File: config.mk
export PLATFORM = sky130hd
export DESIGN_NAME = fetch
export DESIGN_NICKNAME = d
export VERILOG_FILES = /design/src/rtl/pipes_pkg.sv /design/src/rtl/fetch.sv
export SDC_FILE = /design/constraint.sdc
export NUM_CORES = 1
export LEC_CHECK = 0
export ABC_CLOCK_PERIOD_IN_PS = 3300
export BUFFER_PORTS_ARGS = -buffer_cell sky130_fd_sc_hd__buf_2
export CAP_MARGIN = 20
export CORE_ASPECT_RATIO = 0.8
export CORE_MARGIN = 4
export CORE_UTILIZATION = 40
export CTS_BUF_LIST = sky130_fd_sc_hd__clkbuf_8
export DETAILED_ROUTE_END_ITERATION = 7
export PLACE_DENSITY_LB_ADDON = 0.05
export SLEW_MARGIN = 20
export SYNTH_ARGS = -nofsm -noshare
export SYNTH_HDL_FRONTEND = slang
export SYNTH_SLANG_ARGS = --single-unit
export TNS_END_PERCENT = 10
File: constraint.sdc
create_clock -name clk -period 3.3 [get_ports clk]
set_input_delay 0.495 -clock clk [delete_from_list [all_inputs] [get_ports clk]]
set_output_delay 0.495 -clock clk [all_outputs]
set_load 0.05 [all_outputs]
File: src/rtl/pipes_pkg.sv
// Shared types for the front-end pipeline: machine word, instruction word,
// fetch FSM states and the default reset PC.
`timescale 1ns/1ps
package pipes_pkg;

  typedef logic [63:0] word_t;
  typedef logic [31:0] instr_t;

  localparam word_t PC_RESET_DEFAULT = 64'h0000_0000_8000_0000;

  typedef enum logic [1:0] {
    ST_FETCH = 2'd0,
    ST_HOLD  = 2'd1,
    ST_DRAIN = 2'd2
  } fetch_state_t;

  // Instructions are word aligned; the low two target bits carry no meaning.
  function automatic word_t align_pc(input word_t pc);
    return {pc[63:2], 2'b00};
  endfunction

endpackage

File: src/rtl/fetch.sv
// Instruction fetch stage: one outstanding request, a one-entry skid buffer
// for decode back-pressure, and discard of wrong-path responses after a redirect.
`timescale 1ns/1ps
module fetch
  import pipes_pkg::*;
#(
  parameter word_t PC_RESET = PC_RESET_DEFAULT
) (
  input  logic         clk,
  input  logic         reset,
  input  logic         redirect_valid,
  input  logic [63:0]  redirect_pc,
  input  logic         stall,
  output logic         ireq_valid,
  output logic [63:0]  ireq_addr,
  input  logic         iresp_data_ok,
  input  logic [31:0]  iresp_data,
  output logic         out_valid,
  output logic [63:0]  out_pc,
  output logic [31:0]  out_instr
);

  fetch_state_t state_q, state_d;
  word_t        pc_q, pc_d;
  word_t        req_addr_q, req_addr_d;
  word_t        skid_pc_q, skid_pc_d;
  instr_t       skid_instr_q, skid_instr_d;
  word_t        out_pc_q, out_pc_d;
  instr_t       out_instr_q, out_instr_d;
  logic         out_valid_q, out_valid_d;

  logic         slot_free;
  word_t        pc_inc;
  word_t        redirect_tgt;

  assign slot_free    = !out_valid_q || !stall;
  assign pc_inc       = pc_q + 64'd4;
  assign redirect_tgt = align_pc(redirect_pc);

  // The request is withheld while reset is held so nothing issues before release.
  assign ireq_valid = reset && (state_q != ST_HOLD);
  assign ireq_addr  = req_addr_q;
  assign out_valid  = out_valid_q;
  assign out_pc     = out_pc_q;
  assign out_instr  = out_instr_q;

  always_comb begin
    state_d      = state_q;
    pc_d         = pc_q;
    req_addr_d   = req_addr_q;
    skid_pc_d    = skid_pc_q;
    skid_instr_d = skid_instr_q;
    out_pc_d     = out_pc_q;
    out_instr_d  = out_instr_q;
    out_valid_d  = out_valid_q;

    if (redirect_valid) begin
      out_valid_d = 1'b0;
      pc_d        = redirect_tgt;
      case (state_q)
        ST_FETCH: begin
          // An unanswered request cannot be retracted, so its answer is drained.
          if (iresp_data_ok) req_addr_d = redirect_tgt;
          else               state_d    = ST_DRAIN;
        end
        ST_HOLD: begin
          req_addr_d = redirect_tgt;
          state_d    = ST_FETCH;
        end
        ST_DRAIN: begin
          if (iresp_data_ok) begin
            req_addr_d = redirect_tgt;
            state_d    = ST_FETCH;
          end
        end
        default: state_d = ST_FETCH;
      endcase
    end else begin
      case (state_q)
        ST_FETCH: begin
          if (iresp_data_ok) begin
            if (slot_free) begin
              out_pc_d    = req_addr_q;
              out_instr_d = iresp_data;
              out_valid_d = 1'b1;
              pc_d        = pc_inc;
              req_addr_d  = pc_inc;
            end else begin
              skid_pc_d    = req_addr_q;
              skid_instr_d = iresp_data;
              state_d      = ST_HOLD;
            end
          end else if (slot_free) begin
            out_valid_d = 1'b0;
          end
        end
        ST_HOLD: begin
          if (!stall) begin
            out_pc_d    = skid_pc_q;
            out_instr_d = skid_instr_q;
            out_valid_d = 1'b1;
            pc_d        = pc_inc;
            req_addr_d  = pc_inc;
            state_d     = ST_FETCH;
          end
        end
        ST_DRAIN: begin
          if (slot_free) out_valid_d = 1'b0;
          if (iresp_data_ok) begin
            req_addr_d = pc_q;
            state_d    = ST_FETCH;
          end
        end
        default: state_d = ST_FETCH;
      endcase
    end
  end

  always_ff @(posedge clk or negedge reset) begin
    if (!reset) begin
      state_q      <= ST_FETCH;
      pc_q         <= PC_RESET;
      req_addr_q   <= PC_RESET;
      skid_pc_q    <= '0;
      skid_instr_q <= '0;
      out_pc_q     <= '0;
      out_instr_q  <= '0;
      out_valid_q  <= 1'b0;
    end else begin
      state_q      <= state_d;
      pc_q         <= pc_d;
      req_addr_q   <= req_addr_d;
      skid_pc_q    <= skid_pc_d;
      skid_instr_q <= skid_instr_d;
      out_pc_q     <= out_pc_d;
      out_instr_q  <= out_instr_d;
      out_valid_q  <= out_valid_d;
    end
  end

endmodule

==> impl_metrics.toml, run 1 <==
[placed_design]
placement_setup_slack_ns = 0.462
place_congestion = 0.882
dp.final_hpwl_mm = 33.0
port_buf_inserts = 260

[synth]
synthTopCellsByArea = "sky130_fd_sc_hd__dfrtp_1 (50%), sky130_fd_sc_hd__mux2_2 (9.3%), sky130_fd_sc_hd__mux2i_1 (6.4%)"
library_cell_with_the_largest_summed_area_after_synthesis = "sky130_fd_sc_hd__dfrtp_1"
synth_async_sr_flop_share_pct = 100
proportion_of_synthesized_chip_area_in_sequential_cells_pct = 50.4
synth_cells = 1539
warnings_synthesis = 0
synthesis.nets = 1644
synth.top_cell.area_share_pct = 50.1
synthesis.area_um2 = 15800
syn_area_cell_um2 = 10.3
yosys.cell_types.count = 62
edff_count_synth = 0
number_of_register_bits_inferred_by_synthesis = 318
ys_dominant_reg_cell = "sky130_fd_sc_hd__dfrtp_1"

[finish]
mostFrequentLayoutCell = "sky130_fd_sc_hd__dfrtp_1"
final_nets = 1882
drive_above_1_share_pct = 29.2
areaGrowthSynthToFinish_pct = 18.8
n_fill_cell = 3729
layout.cells.most_common_list = "sky130_fd_sc_hd__dfrtp_1 (316), sky130_fd_sc_hd__buf_2 (259), sky130_fd_sc_hd__nand2_1 (210), sky130_fd_sc_hd__o21ai_0 (154), sky130_fd_sc_hd__mux2_2 (130)"

[pwr]
power_switching_share_pct = 47.5
power.sequential.fraction_pct = 36.9
power.clock.fraction_pct = 19.6
largest_vdd_supply_drop_v = 0.000471
cellPowerDensity_nw_per_um2 = 970
leakage_uw = 0.00832
p_sw_uw = 8650
fin_total_pwr_uw = 18200
cellInternalPower_uw = 9560
pwr-share-comb_pct = 43.5

[min_path]
min_delay_path_depth = 3
min_delay_worst_endpoint = "pc_q[48]$_DFFE_PN0N_"
hold_start = "redirect_pc[48]"
holdCritPathClass = "in2reg"

[setup_path]
crit-reg2reg-launch = "state_q[0]$_DFFE_PN0P_"
cp_data_arrival_time_ns = 3.37
worst-endpoint-required_ns = 3.77
worst_r2r_path_depth = 8
cp_slowest_stage_delay_ns = 0.86
critPathTopFamily = "simple AND/OR/NAND/NOR gates"
worstReg2RegEnd = "ireq_addr[55]$_DFFE_PN0P_"
critical_path.endpoint_type = "flip-flop"
cp-start-kind = "flip-flop"
crit_fanout = 11
crit_chain = "inv_1 > ha_1 > or3_1 > o21ai_1 > o21bai_4 > nor2_1 > buf_4 > a22oi_1"
reg2reg_setup_slack_ns = 0.40
critical-path-slowest-cell = "sky130_fd_sc_hd__nor2_1"
critPathKind = "reg2reg"
path_buf_inv = 2

[sta]
period_share_pct = 87.9
fin_ws_ns = 0.400
hold_viol_final = 0
grt_setup_unrepaired = "false"
worst_pin_slew_ns = 1.14
timing.final.setup_violations = 0
slew_headroom_pct = 23.8
max_freq_mhz = 345
tns_ns = 0
report.final.slew_viol_count = 0
finalClockSkew_ns = 0.0118
post-route-min-period_ns = 2.90

[detailed_routing]
dr.pass1.iters = 5
average_wire_length_per_cell_after_detail_routing_um = 20.2
antenna_violating_nets_post_route = 0
via_count = 12423
detailedRoute.firstIterationViolations = 806
routed_wirelength_mm = 47.5
drt-vias-per-instance = 5.29
drc = 0

[grt]
globalRouteOverflowTotal = 0
antenna_found_initial = 4
via_count_of_the_first_global_routing_pass = 12287
grt_start_max_net_pins = 169
grt.total_usage_pct = 21.8
grt_pass1_wl_mm = 73.1

[clock_tree]
cts_inserted_buffers = 55
cts_repair_resize_count = 0
clock_sinks = 318
clk-insertion-delay-late_ns = 0.60
cts.path.max_buffers = 3
tritoncts = "done"
htree_levels = 2
cts_root_buf = "sky130_fd_sc_hd__clkbuf_8"
postCtsHoldBufs = 1
cts.reportedPaths.clkPinSlew_ns = 0.06
post_cts_buffers = 0

[job]
max-cap-violations = 0

[floorplanning]
fp.coreArea_um2 = 38600
floorplan.initialDensity_pct = 40.9
die-area_um2 = 42700
floorplan.rows = 64
top_level_ports = 263
chipWidth_um = 230
die-height_um = 186

[status]
status = "complete, no violations"
-- through the flow --
stage	util [%]	area (um^2)	std cells	hold WS, ns
global route	48.6	18800	2347	0.0960
CTS	48.6	18800	2345	0.0844
detailed placement	45.7	17700	2247	0.386
floorplan	-	15800	1539	0.199
finish	48.6	18800	2347	0.128
global placement	45.7	17700	2247	0.391
-- cell usage after synthesis, types with 4 or more instances --
cell type and instances:
sky130_fd_sc_hd__dfrtp_1 316, sky130_fd_sc_hd__nand2_1 211, sky130_fd_sc_hd__o21ai_0 154, sky130_fd_sc_hd__mux2_2 130, sky130_fd_sc_hd__nor2_1 104, sky130_fd_sc_hd__mux2i_1 101, sky130_fd_sc_hd__clkbuf_1 77, sky130_fd_sc_hd__xor2_1 59
sky130_fd_sc_hd__xnor2_1 55, sky130_fd_sc_hd__nand3_1 43, sky130_fd_sc_hd__nor3_1 32, sky130_fd_sc_hd__nand4_1 29, sky130_fd_sc_hd__a21oi_1 24, sky130_fd_sc_hd__a22oi_1 14, sky130_fd_sc_hd__nor4_1 14, sky130_fd_sc_hd__buf_1 12
sky130_fd_sc_hd__or3_1 12, sky130_fd_sc_hd__o31ai_1 11, sky130_fd_sc_hd__a31oi_1 9, sky130_fd_sc_hd__inv_1 9, sky130_fd_sc_hd__and3_1 8, sky130_fd_sc_hd__buf_2 8, sky130_fd_sc_hd__clkbuf_2 8, sky130_fd_sc_hd__a221oi_1 7
sky130_fd_sc_hd__nand2b_1 7, sky130_fd_sc_hd__buf_4 6, sky130_fd_sc_hd__o22ai_1 6, sky130_fd_sc_hd__and4_1 5, sky130_fd_sc_hd__o221ai_1 5, sky130_fd_sc_hd__buf_6 4, sky130_fd_sc_hd__ha_1 4, sky130_fd_sc_hd__o21ai_1 4
-- power groups by stage --
stage          Combinational (uW)  Sequential, uW  Clock (uW)
3_5_place_dp                 7980            6780           0
2_1_floorplan                2710            9570           0
3_3_place_gp                 7900            6700           0
4_1_cts                      8000            6710        3690
6_report                     7920            6710        3570
5_1_grt                      8500            6920        3890
-- cells by family (layout without fill, tap and decap cells) --
logic type | Yosys count | count (layout) | share of synthesized area (%)
other cells | 0 | 2 | 0
simple gates | 495 | 495 | 14.6
xor+xnor | 114 | 114 | 6.32
flops | 318 | 318 | 50.4
fa+ha+maj | 4 | 4 | 0.317
mux | 232 | 232 | 15.8
compound gates | 251 | 251 | 9.09
buf+inv | 125 | 403 | 3.49
-- area by class of cell --
| class | count | area [um^2] | area share (%) |
|---|---|---|---|
| inverter | 9 | 35.0 | 0.187 |
| multi-input combinational | 1096 | 7330 | 39.1 |
| timing repair buffer | 297 | 1680 | 8.95 |
| clock inverter | 26 | 111 | 0.594 |
| clock buffer | 71 | 977 | 5.21 |
| antenna | 2 | 5.00 | 0.0267 |
| sequential | 318 | 7960 | 42.4 |
| tap | 528 | 661 | 3.52 |
-- worst reg2reg max path: stages, from the launching register on --
cell	delay [ns]
sky130_fd_sc_hd__dfrtp_1	0.42
sky130_fd_sc_hd__inv_1	0.12
sky130_fd_sc_hd__ha_1	0.36
sky130_fd_sc_hd__or3_1	0.18
sky130_fd_sc_hd__o21ai_1	0.14
sky130_fd_sc_hd__o21bai_4	0.23
sky130_fd_sc_hd__nor2_1	0.86
sky130_fd_sc_hd__buf_4	0.35
sky130_fd_sc_hd__a22oi_1	0.11
-- how the worst max path moves through the flow --
stage / startpoint / endpoint / depth (start not counted)
floorplan: state_q[1]$_DFFE_PN0P_ / ireq_valid / 6
global placement: pc_q[2]$_DFFE_PN0N_ / pc_q[62]$_DFFE_PN0N_ / 7
detailed placement: pc_q[2]$_DFFE_PN0N_ / pc_q[62]$_DFFE_PN0N_ / 7
CTS: state_q[1]$_DFFE_PN0P_ / ireq_valid / 5
global route: state_q[1]$_DFFE_PN0P_ / ireq_addr[53]$_DFFE_PN0P_ / 8
finish: state_q[0]$_DFFE_PN0P_ / ireq_addr[55]$_DFFE_PN0P_ / 8
-- state kept, by name, indices dropped and copies added, names as in the netlist --
| signal | flops |
|---|---|
| skid_instr_q | 32 |
| out_instr | 32 |
| skid_pc_q | 63 |
| out_valid | 1 |
| state_q | 2 |
| pc_q | 62 |
| ireq_addr | 63 |
| out_pc | 63 |
-- layer usage --
metal / vias to the layer above / wire (um) / GRT usage, %
met5: - / 0 / 0
met4: 0 / 892 / 5.90
met3: 71 / 3040 / 4.07
met2: 368 / 20000 / 32.1
met1: 6122 / 23600 / 33.1
li1: 5862 / - / -
Power figures use the tool's default switching activity.
==> inputs of run 2 (changes only) <==
--- a/config.mk
+++ b/config.mk
@@ -14,6 +14,7 @@
 export CTS_BUF_LIST = sky130_fd_sc_hd__clkbuf_8
 export DETAILED_ROUTE_END_ITERATION = 7
 export PLACE_DENSITY_LB_ADDON = 0.05
+export RECOVER_POWER = 100
 export SLEW_MARGIN = 20
 export SYNTH_ARGS = -nofsm -noshare
 export SYNTH_HDL_FRONTEND = slang
==> run 2 against run 1 <==
Effect of this change:
- total power down 1.4%
- die area unchanged
- sequential power about the same
- first-iteration DRC count up 1.1%
- fmax down 3.9%
- via count up 0.30%
- setup slack worse by 0.12 ns
- final area down 1.5%
- largest power group unchanged
==> impl_metrics.toml, run 2 (synthesis results as in run 1) <==
[finish]
final_nets = 1882
finalInstanceArea_um2 = 18500
layout.cells.most_common_list = "sky130_fd_sc_hd__dfrtp_1 (316), sky130_fd_sc_hd__nand2_1 (210), sky130_fd_sc_hd__clkbuf_1 (169), sky130_fd_sc_hd__o21ai_0 (158), sky130_fd_sc_hd__mux2_2 (130)"
finish.cell_count_without_fillers = 2347
areaGrowthSynthToFinish_pct = 16.9
n_fill_cell = 3821
drive_above_1_share_pct = 19.6
post-route-util_pct = 47.9
mostFrequentLayoutCell = "sky130_fd_sc_hd__dfrtp_1"

[clock_tree]
tritoncts = "done"
cts.path.max_buffers = 3
clock_sinks = 318
cts_inserted_buffers = 55
post_cts_buffers = 0
clk-insertion-delay-late_ns = 0.61
htree_levels = 2
cts.reportedPaths.clkPinSlew_ns = 0.06
cts_root_buf = "sky130_fd_sc_hd__clkbuf_8"

[sta]
fin_ws_ns = 0.281
max_freq_mhz = 331
period_share_pct = 91.5
grt_setup_unrepaired = "false"
finalClockSkew_ns = 0.0124
slew_headroom_pct = 5.77
hold_viol_final = 0
tns_ns = 0
worst_pin_slew_ns = 1.41
post-route-min-period_ns = 3.02
report.final.slew_viol_count = 0
timing.final.setup_violations = 0

[grt]
grt_pass1_wl_mm = 73.1
via_count_of_the_first_global_routing_pass = 12287
grt.total_usage_pct = 21.8
grt_start_max_net_pins = 169
globalRouteOverflowTotal = 0
antenna_found_initial = 4

[setup_path]
critical_path.startpoint = "state_q[0]$_DFFE_PN0P_"
crit-reg2reg-launch = "state_q[0]$_DFFE_PN0P_"
worst_r2r_path_depth = 8
crit_fanout = 11
critPathKind = "reg2reg"
cp-start-kind = "flip-flop"
crit_chain = "inv_1 > ha_1 > or3_1 > o21ai_0 > o21bai_4 > nor2_1 > buf_4 > a22oi_1"
cp_data_arrival_time_ns = 3.49
crit_path_end = "ireq_addr[51]$_DFFE_PN0P_"
critical-path-slowest-cell = "sky130_fd_sc_hd__nor2_1"
cp_slowest_stage_delay_ns = 0.87
critical_path.endpoint_type = "flip-flop"
worstReg2RegEnd = "ireq_addr[51]$_DFFE_PN0P_"
reg2reg_setup_slack_ns = 0.28
worst-endpoint-required_ns = 3.77

[detailed_routing]
antenna_violating_nets_post_route = 0
met2_length_mm = 20.3
routed_wirelength_mm = 47.7
dr.max_layer_used = "met4"
drt-vias-per-instance = 5.31
dr.pass1.iters = 5
met3_length_mm = 2.90
via_count = 12460
drc = 0
average_wire_length_per_cell_after_detail_routing_um = 20.3
route.layer.met1.wl_mm = 23.7
detailedRoute.firstIterationViolations = 815

[floorplanning]
chipWidth_um = 230
die-area_um2 = 42700
fp.coreArea_um2 = 38600
die-height_um = 186
top_level_ports = 263
floorplan.initialDensity_pct = 40.9
floorplan.rows = 64

[placed_design]
port_buf_inserts = 260
placement_setup_slack_ns = 0.462
dp.final_hpwl_mm = 33.0
placed_cell_area_um2 = 17700
place_congestion = 0.882
dp_cells = 2247

[job]
max-cap-violations = 0

[pwr]
power_switching_share_pct = 48.4
cellInternalPower_uw = 9260
leakage_uw = 0.00775
largest_vdd_supply_drop_v = 0.000460
power.clock.fraction_pct = 19.9
pwr-share-comb_pct = 42.5
cellPowerDensity_nw_per_um2 = 971
power.sequential.fraction_pct = 37.6
p_sw_uw = 8680

[status]
status = "complete, no violations"

[min_path]
holdCritPathClass = "in2reg"
## run 2: through the flow
step,hold slack (ns),total power [uW]
after floorplan,0.199,12300
after global placement,0.391,14600
after detailed placement,0.386,14800
after CTS,0.0844,18400
after global routing,0.0906,19000
final,0.135,17900
## run 2: what timing repair did
item,4_1_cts,5_1_grt
hold buffers,1,0
resized for setup,0,0
endpoints found under the hold margin,23,0
## run 2: critical path: cells and delay by family, from the launching register on
kind	cells	cell delay, ns
AOI/OAI and AO/OA	3	0.60
adders and majority gates	1	0.35
buffers and inverters	2	0.47
DFF	1	0.42
and+or+nand+nor	2	1.05
## run 2: area by class of cell
| class | count | area [um^2] | share of cell area (%) |
|---|---|---|---|
| clock buffers | 71 | 977 | 5.29 |
| diodes | 2 | 5.00 | 0.0271 |
| well taps | 528 | 661 | 3.58 |
| multi-input cells | 1096 | 7300 | 39.5 |
| inverters | 9 | 35.0 | 0.190 |
| flip-flops and latches | 318 | 7960 | 43.1 |
| clock inverters | 26 | 111 | 0.603 |
| repair buffers | 297 | 1420 | 7.70 |
## run 2: metal layers
metal	vias to the layer above	GRT usage [%]
li1	5863	-
met1	6156	33.1
met2	370	32.1
met3	71	4.07
met4	0	5.90
met5	-	0
## run 2: worst min-delay path by stage
stage / depth (start not counted) / slack (ns) / endpoint / startpoint
finish: 2 / 0.13 / skid_instr_q[27]$_DFFE_PN0P_ / iresp_data[27]
global route: 2 / 0.09 / pc_q[28]$_DFFE_PN0N_ / redirect_pc[28]
CTS: 2 / 0.08 / skid_instr_q[27]$_DFFE_PN0P_ / iresp_data[27]
detailed placement: 1 / 0.39 / out_instr[27]$_DFFE_PN0P_ / reset
global placement: 1 / 0.39 / out_instr[25]$_DFFE_PN0P_ / reset
floorplan: 0 / 0.20 / ireq_addr[10]$_DFFE_PN0P_ / reset
## run 2: power by group through the flow
stage               combinational (uW)  sequential, uW  clock, uW
floorplan                         2710            9570          0
global placement                  7900            6700          0
detailed placement                7980            6780          0
CTS                               8000            6710       3690
global route                      8200            6960       3890
finish                            7620            6740       3580
